**config.mk**
```make
export PLATFORM = sky130hd
export DESIGN_NAME = time_counters
export DESIGN_NICKNAME = d
export VERILOG_FILES = /design/src/rtl/time_counters.sv
export SDC_FILE = /design/constraint.sdc
export NUM_CORES = 1
export LEC_CHECK = 0
export ABC_AREA = 1
export CORE_ASPECT_RATIO = 0.8
export CORE_MARGIN = 5
export CORE_UTILIZATION = 56
export DETAILED_ROUTE_END_ITERATION = 10
export PLACE_DENSITY = 0.8
export SLEW_MARGIN = 15
export SYNTH_ARGS = -nofsm -noshare
export SYNTH_HDL_FRONTEND = slang
export SYNTH_SLANG_ARGS = --single-unit
```
**constraint.sdc**
```tcl
create_clock -name i_Clock -period 2.35 [get_ports i_Clock]
set_clock_uncertainty 0.2 [all_clocks]
set_input_delay 0.47 -clock i_Clock [delete_from_list [all_inputs] [get_ports i_Clock]]
set_output_delay 0.47 -clock i_Clock [all_outputs]
set_load 0.02 [all_outputs]
```
**src/rtl/time_counters.sv**
```systemverilog
// BCD hh:mm:ss timekeeper with a one-second prescaler and a manual-set mode.
// Each Count bit enables one field; disabled fields hold and block carries.
module time_counters #(
  parameter int CLKS_PER_SEC = 25000000
) (
  input  logic       i_Clock,
  input  logic       i_Reset,
  input  logic       i_Counters_Reset,
  input  logic       i_Counters_Enable_Increment,
  input  logic [2:0] i_Counters_Enable_Count,
  input  logic       i_Increment,
  output logic [7:0] o_Seconds,
  output logic [7:0] o_Minutes,
  output logic [7:0] o_Hours,
  output logic       o_Second_Tick
);

  localparam int PW = (CLKS_PER_SEC > 1) ? $clog2(CLKS_PER_SEC) : 1;
  localparam logic [PW-1:0] TERM = PW'(CLKS_PER_SEC - 1);

  logic [PW-1:0] presc;
  logic          set_mode;
  logic          run_sec;
  logic          wrap_tick;

  assign set_mode  = i_Counters_Enable_Increment;
  assign run_sec   = !set_mode && i_Counters_Enable_Count[0];
  assign wrap_tick = run_sec && (presc == TERM);

  function automatic logic [7:0] inc60(input logic [7:0] v);
    logic [7:0] r;
    r = v;
    if (v[3:0] == 4'd9) begin
      r[3:0] = 4'd0;
      r[7:4] = (v[7:4] == 4'd5) ? 4'd0 : v[7:4] + 4'd1;
    end else begin
      r[3:0] = v[3:0] + 4'd1;
    end
    return r;
  endfunction

  function automatic logic [7:0] inc24(input logic [7:0] v);
    logic [7:0] r;
    r = v;
    if (v == 8'h23) begin
      r = 8'h00;
    end else if (v[3:0] == 4'd9) begin
      r[3:0] = 4'd0;
      r[7:4] = v[7:4] + 4'd1;
    end else begin
      r[3:0] = v[3:0] + 4'd1;
    end
    return r;
  endfunction

  always_ff @(posedge i_Clock) begin
    if (i_Reset) begin
      presc         <= '0;
      o_Seconds     <= 8'h00;
      o_Minutes     <= 8'h00;
      o_Hours       <= 8'h00;
      o_Second_Tick <= 1'b0;
    end else if (i_Counters_Reset) begin
      presc         <= '0;
      o_Seconds     <= 8'h00;
      o_Second_Tick <= 1'b0;
    end else if (set_mode) begin
      // Prescaler holds here so a partial second survives the mode change.
      o_Second_Tick <= 1'b0;
      if (i_Increment) begin
        if (i_Counters_Enable_Count[0]) o_Seconds <= inc60(o_Seconds);
        if (i_Counters_Enable_Count[1]) o_Minutes <= inc60(o_Minutes);
        if (i_Counters_Enable_Count[2]) o_Hours   <= inc24(o_Hours);
      end
    end else begin
      o_Second_Tick <= wrap_tick;
      if (wrap_tick) begin
        presc     <= '0;
        o_Seconds <= inc60(o_Seconds);
        if (o_Seconds == 8'h59 && i_Counters_Enable_Count[1]) begin
          o_Minutes <= inc60(o_Minutes);
          if (o_Minutes == 8'h59 && i_Counters_Enable_Count[2])
            o_Hours <= inc24(o_Hours);
        end
      end else if (run_sec) begin
        presc <= presc + 1'b1;
      end
    end
  end

endmodule

```
# == Word level (Yosys, flattened, before mapping) ==
# Cells that the tools add are included.
# word_totals
inputBits,8
mem_count,0
romBits,0
register_bits,50
out_inout_bits,25
ramBits,0
latchBits,0
word_cells,68
# op_classes
reduce_logical,15
order_cmp,0
div_mod_pow,0
bitwise,2
n_mux,26
n_eq_ne,13
n_shift,0
mul,0
addsub,7
# ops
operator,n
two-way mux 8 bit,16
two-way mux 25 bit,2
two-way mux 4 bit,8
adder 25 x 1 -> 25 bit (second input constant),1
== test 25 bit (second input constant),1
adder 4 x 1 -> 4 bit (second input constant),6
== test 8 x 7 -> 1 bit (second input constant),2
== test 4 bit (second input constant),3
== test 4 x 3 -> 1 bit (second input constant),2
== test 8 x 6 -> 1 bit (second input constant),1
inequality test 2 x 1 -> 1 bit (second input constant),4
nonzero test 2 bit,4
AND reduction 6 bit,1
AND reduction 5 bit,1
logical AND 1 bit,4
AND reduction 3 bit,1
OR reduction 3 bit,1
NOT 1 bit,2
AND reduction 2 bit,1
OR reduction 2 bit,1
logical NOT 1 bit,1

# == Logic depth before layout (Yosys ltp) ==
# logic_depth
depth_word,7
depth_mapped,13
depth_no_buf,12

# == Worst setup path after synthesis ==
# OpenSTA, ideal clock, no wires.
# synth_path
path_kind,register to register
start,register presc[0]
end,register o_Minutes[3]
t_required_ps,2022
setup_time_ps,128
path_buffers,2
setup_slack_ps,604
stages_incl_launch_ff,13
period_less_slack_ps,1746
arrival_ps,1418
path_cell_list,dfxtp_1 > ha_1 > nand2_2 > nor2_4 > nand2_2 > nor2_2 > nand2_2 > nand2_2 > buf_6 > buf_12 > nand3_1 > nand2_1 > nor2_1
# synth_between
elab_chain_cells,4
# synth_lines
element,line,rtl
from (decl),21,logic [PW-1:0] presc;
from (signal assigned),86,presc <= presc + 1'b1;
== test 25 bit,28,assign wrap_tick = run_sec && (presc == TERM);
logical AND 1 bit,28,
nonzero test 2 bit (no source line),--,
AND reduction 5 bit (no source line),--,
to (signal assigned),72,if (i_Counters_Enable_Count[1]) o_Minutes <= inc60(o_Minutes);
to (signal assigned),81,o_Minutes <= inc60(o_Minutes);
to (decl),13,"output logic [7:0] o_Minutes,"
# Every way passes these cells.
# A chain may end at the register's enable or synchronous reset.

# == Worst setup path after layout ==
# layout_path
start,input port i_Counters_Enable_Increment
end,register o_Hours[0]
# layout_between
elab_chain_cells,5
word_cells_on_any_way,10
cone_classes,eq/ne: 2; mux: 1; reduce/logical: 7
# layout_lines
element,line,rtl
from (decl),9,"input logic i_Counters_Enable_Increment,"
logical NOT 1 bit,27,assign run_sec = !set_mode && i_Counters_Enable_Count[0];
logical AND 1 bit,27,
logical AND 1 bit,28,
nonzero test 2 bit (no source line),--,
AND reduction 6 bit (no source line),--,
to (signal assigned),73,if (i_Counters_Enable_Count[2]) o_Hours <= inc24(o_Hours);
to (signal assigned),83,o_Hours <= inc24(o_Hours);
to (decl),14,"output logic [7:0] o_Hours,"
# Several ways; a longest one is shown, not always the timed one.

==> results.cfg <==
[global_route]
antenna_found_initial = 0
grt_pass1_wl_um = 11000
grt_usage_pct = 21.3
grt-ovfl-total = 0
grt_max_degree = 16
first_global_vias = 2497

[cells_and_area]
final_common_cell = nand2_1
drive_above_1_share_pct = 8.99
utilization_pct = 67.2
diodes = 0
multi_input_area_sq_mm = 0.00154
regArea_sq_mm = 0.00100
stdcell_area_sq_mm = 0.00331
area.growth.synth_to_final_pct = 19.0
layout.cells.most_common_list = 101 x nand2_1, 61 x nor2_1, 51 x inv_1
fillers = 432
num-nets-final = 477

[route]
drt_iter0_drc = 196
route.detailed.drc = 0
num_vias = 2785
drt_pre_antenna_iters = 5
post_drt_via_cell_ratio = 5.26
post_drt_wl_per_cell_um = 12.1
final_antenna_net_count = 0
totalWireLength_um = 6400

[critical_path]
critPathSlowestCell = clkdlybuf4s50_1
cp-start-kind = primary input
end_kind = register
crit_top_cell = nand2_1
cp_cell_sequence = clkdlybuf4s50_1, inv_4, buf_4, o21ai_0, nand2_1, nand2_1, a21oi_1
critPathKind = in2reg
path_max_fanout = 8
slowest_delay_ns = 0.53
cp.required_ns = 2.35
worstPathArrival_ns = 2.06

[synth]
syn-num-nets = 432
postSynthCellCount = 421
ys.flop_type = dfxtp_1
syn_avg_cell_area_sq_um = 6.60
synth_cell_types = 34
synth_area_sq_mm = 0.00278
synth-async-reset-ratio_pct = 0
ys_warn_count = 0
synth-edff-count = 0
ys_ff_latch = 50
synth-seq-area-share_pct = 36.0

[sta]
worstMarginPinSlew_ns = 0.564
whs_ns = 0.277
max_freq_mhz = 484
setup_viol = 0
rsz0062_at_grt = false
post-route-period-util_pct = 87.9
maxSlewHeadroom_pct = 62.0
final.setup.tns_ns = 0
drv_slew = 0
fin_crit_ns = 2.06
hold_viol = 0

[floorplanning]
start_util_pct = 56.5
dieArea_sq_mm = 0.00648
fp.coreArea_sq_mm = 0.00492
io_pins = 33
die_w_um = 88.8
die_h_um = 73.0
num_rows = 23

[clock_tree]
clock_path_buffers = 2
root_buffer = clkbuf_8
insertion_delay_ns = 0.30
post-cts-setup-buffers = 0
cts_tree = yes
clk_pin_slew_ns = 0.09
cts_resized = 0
cts_hold_buf = 0
cts_num_sinks = 50
cts_htree_levels = 2
numCtsBuffers = 5

[power]
power_uw = 1480
peakVddDrop_v = 0.000336
power_density_mw_per_mm2 = 448
p_leak_uw = 0.00123

[place]
dpl_cell_area_sq_mm = 0.00321
dpl.hpwl_um = 4930
port_buffers = 32
gp_congestion = 0.978

[flow_run]
cap_violations = 0

[outcome]
outcome = completed

[hold_path]
hold_path.class = reg2reg
==> state kept, by name, indices dropped and copies added, names as in the netlist <==
name           cells
o_Minutes          8
presc             25
o_Hours            8
o_Seconds          8
o_Second_Tick      1
==> cell usage after synthesis (5+ instances only) <==
library cell | number | area share, %
nand2_1 | 101 | 14
nor2_4 | 5 | 2.0
nor2_2 | 7 | 1.6
inv_1 | 51 | 6.9
dfxtp_1 | 50 | 36
o21ai_0 | 10 | 1.8
nand2_2 | 6 | 1.4
nor2_1 | 61 | 8.2
nor3_1 | 14 | 2.5
nand4_1 | 11 | 2.5
xor2_1 | 7 | 2.2
o21a_1 | 5 | 1.4
nand3_1 | 37 | 6.7
a21oi_1 | 29 | 5.2
==> kinds of logic after synthesis <==
group                      after synthesis  share of synthesized area (%)
xor gates and xnor gates                 9                           2.84
adders and majority gates                3                           1.35
AOI/OAI and AO/OA                       51                           10.2
and+or+nand+nor                        251                           40.9
buffers and inverters                   57                           8.69
DFF                                     50                           36.0
==> layout make-up <==
class | count | area share [%]
Timing Repair Buffer | 42 | 12.0
Clock inverter | 2 | 0.378
Tap cell | 62 | 2.34
Clock buffer | 6 | 2.50
Inverter | 53 | 6.09
Sequential cell | 50 | 30.3
Multi-Input combinational cell | 314 | 46.5
==> metrics by stage <==
stage          setup slack [ns]  instances
2_1_floorplan             0.604        421
3_3_place_gp             0.0186        521
3_5_place_dp            0.00602        521
4_1_cts                   0.296        529
5_1_grt                   0.161        529
6_report                  0.285        529
==> critical path, delay by kind of cell <==
family	cells	cell delay (ns)
and+or+nand+nor	2	0.31
buffers and inverters	3	0.74
AOI/OAI and AO/OA	2	0.54
==> report_power, final <==
part	internal (uW)	total (uW)	switching [uW]
Combinational	39.0	104	65.1
Sequential	850	854	4.03
Clock	237	525	288
Total	1130	1480	357
==> metal layers <==
| layer | vias to the layer above | part of all wire, % | track usage (%) |
|---|---|---|---|
| met1 | 1253 | 48 | 29.8 |
| met5 | - | 0 | 0 |
| met2 | 82 | 46 | 34.1 |
| met4 | 0 | 0.83 | 4.53 |
| met3 | 7 | 5.8 | 3.84 |
| li1 | 1443 | - | - |
==> worst paths after layout <==
kind,cells after the start,start,end,slack (ns)
setup reg to reg,12,presc[0],o_Hours[5],0.33
setup / recovery,7,i_Counters_Enable_Increment,o_Hours[0],0.29
hold / removal,1,presc[13],presc[13],0.28
hold reg to reg,1,presc[13],presc[13],0.28
Power figures use the tool's default switching activity.
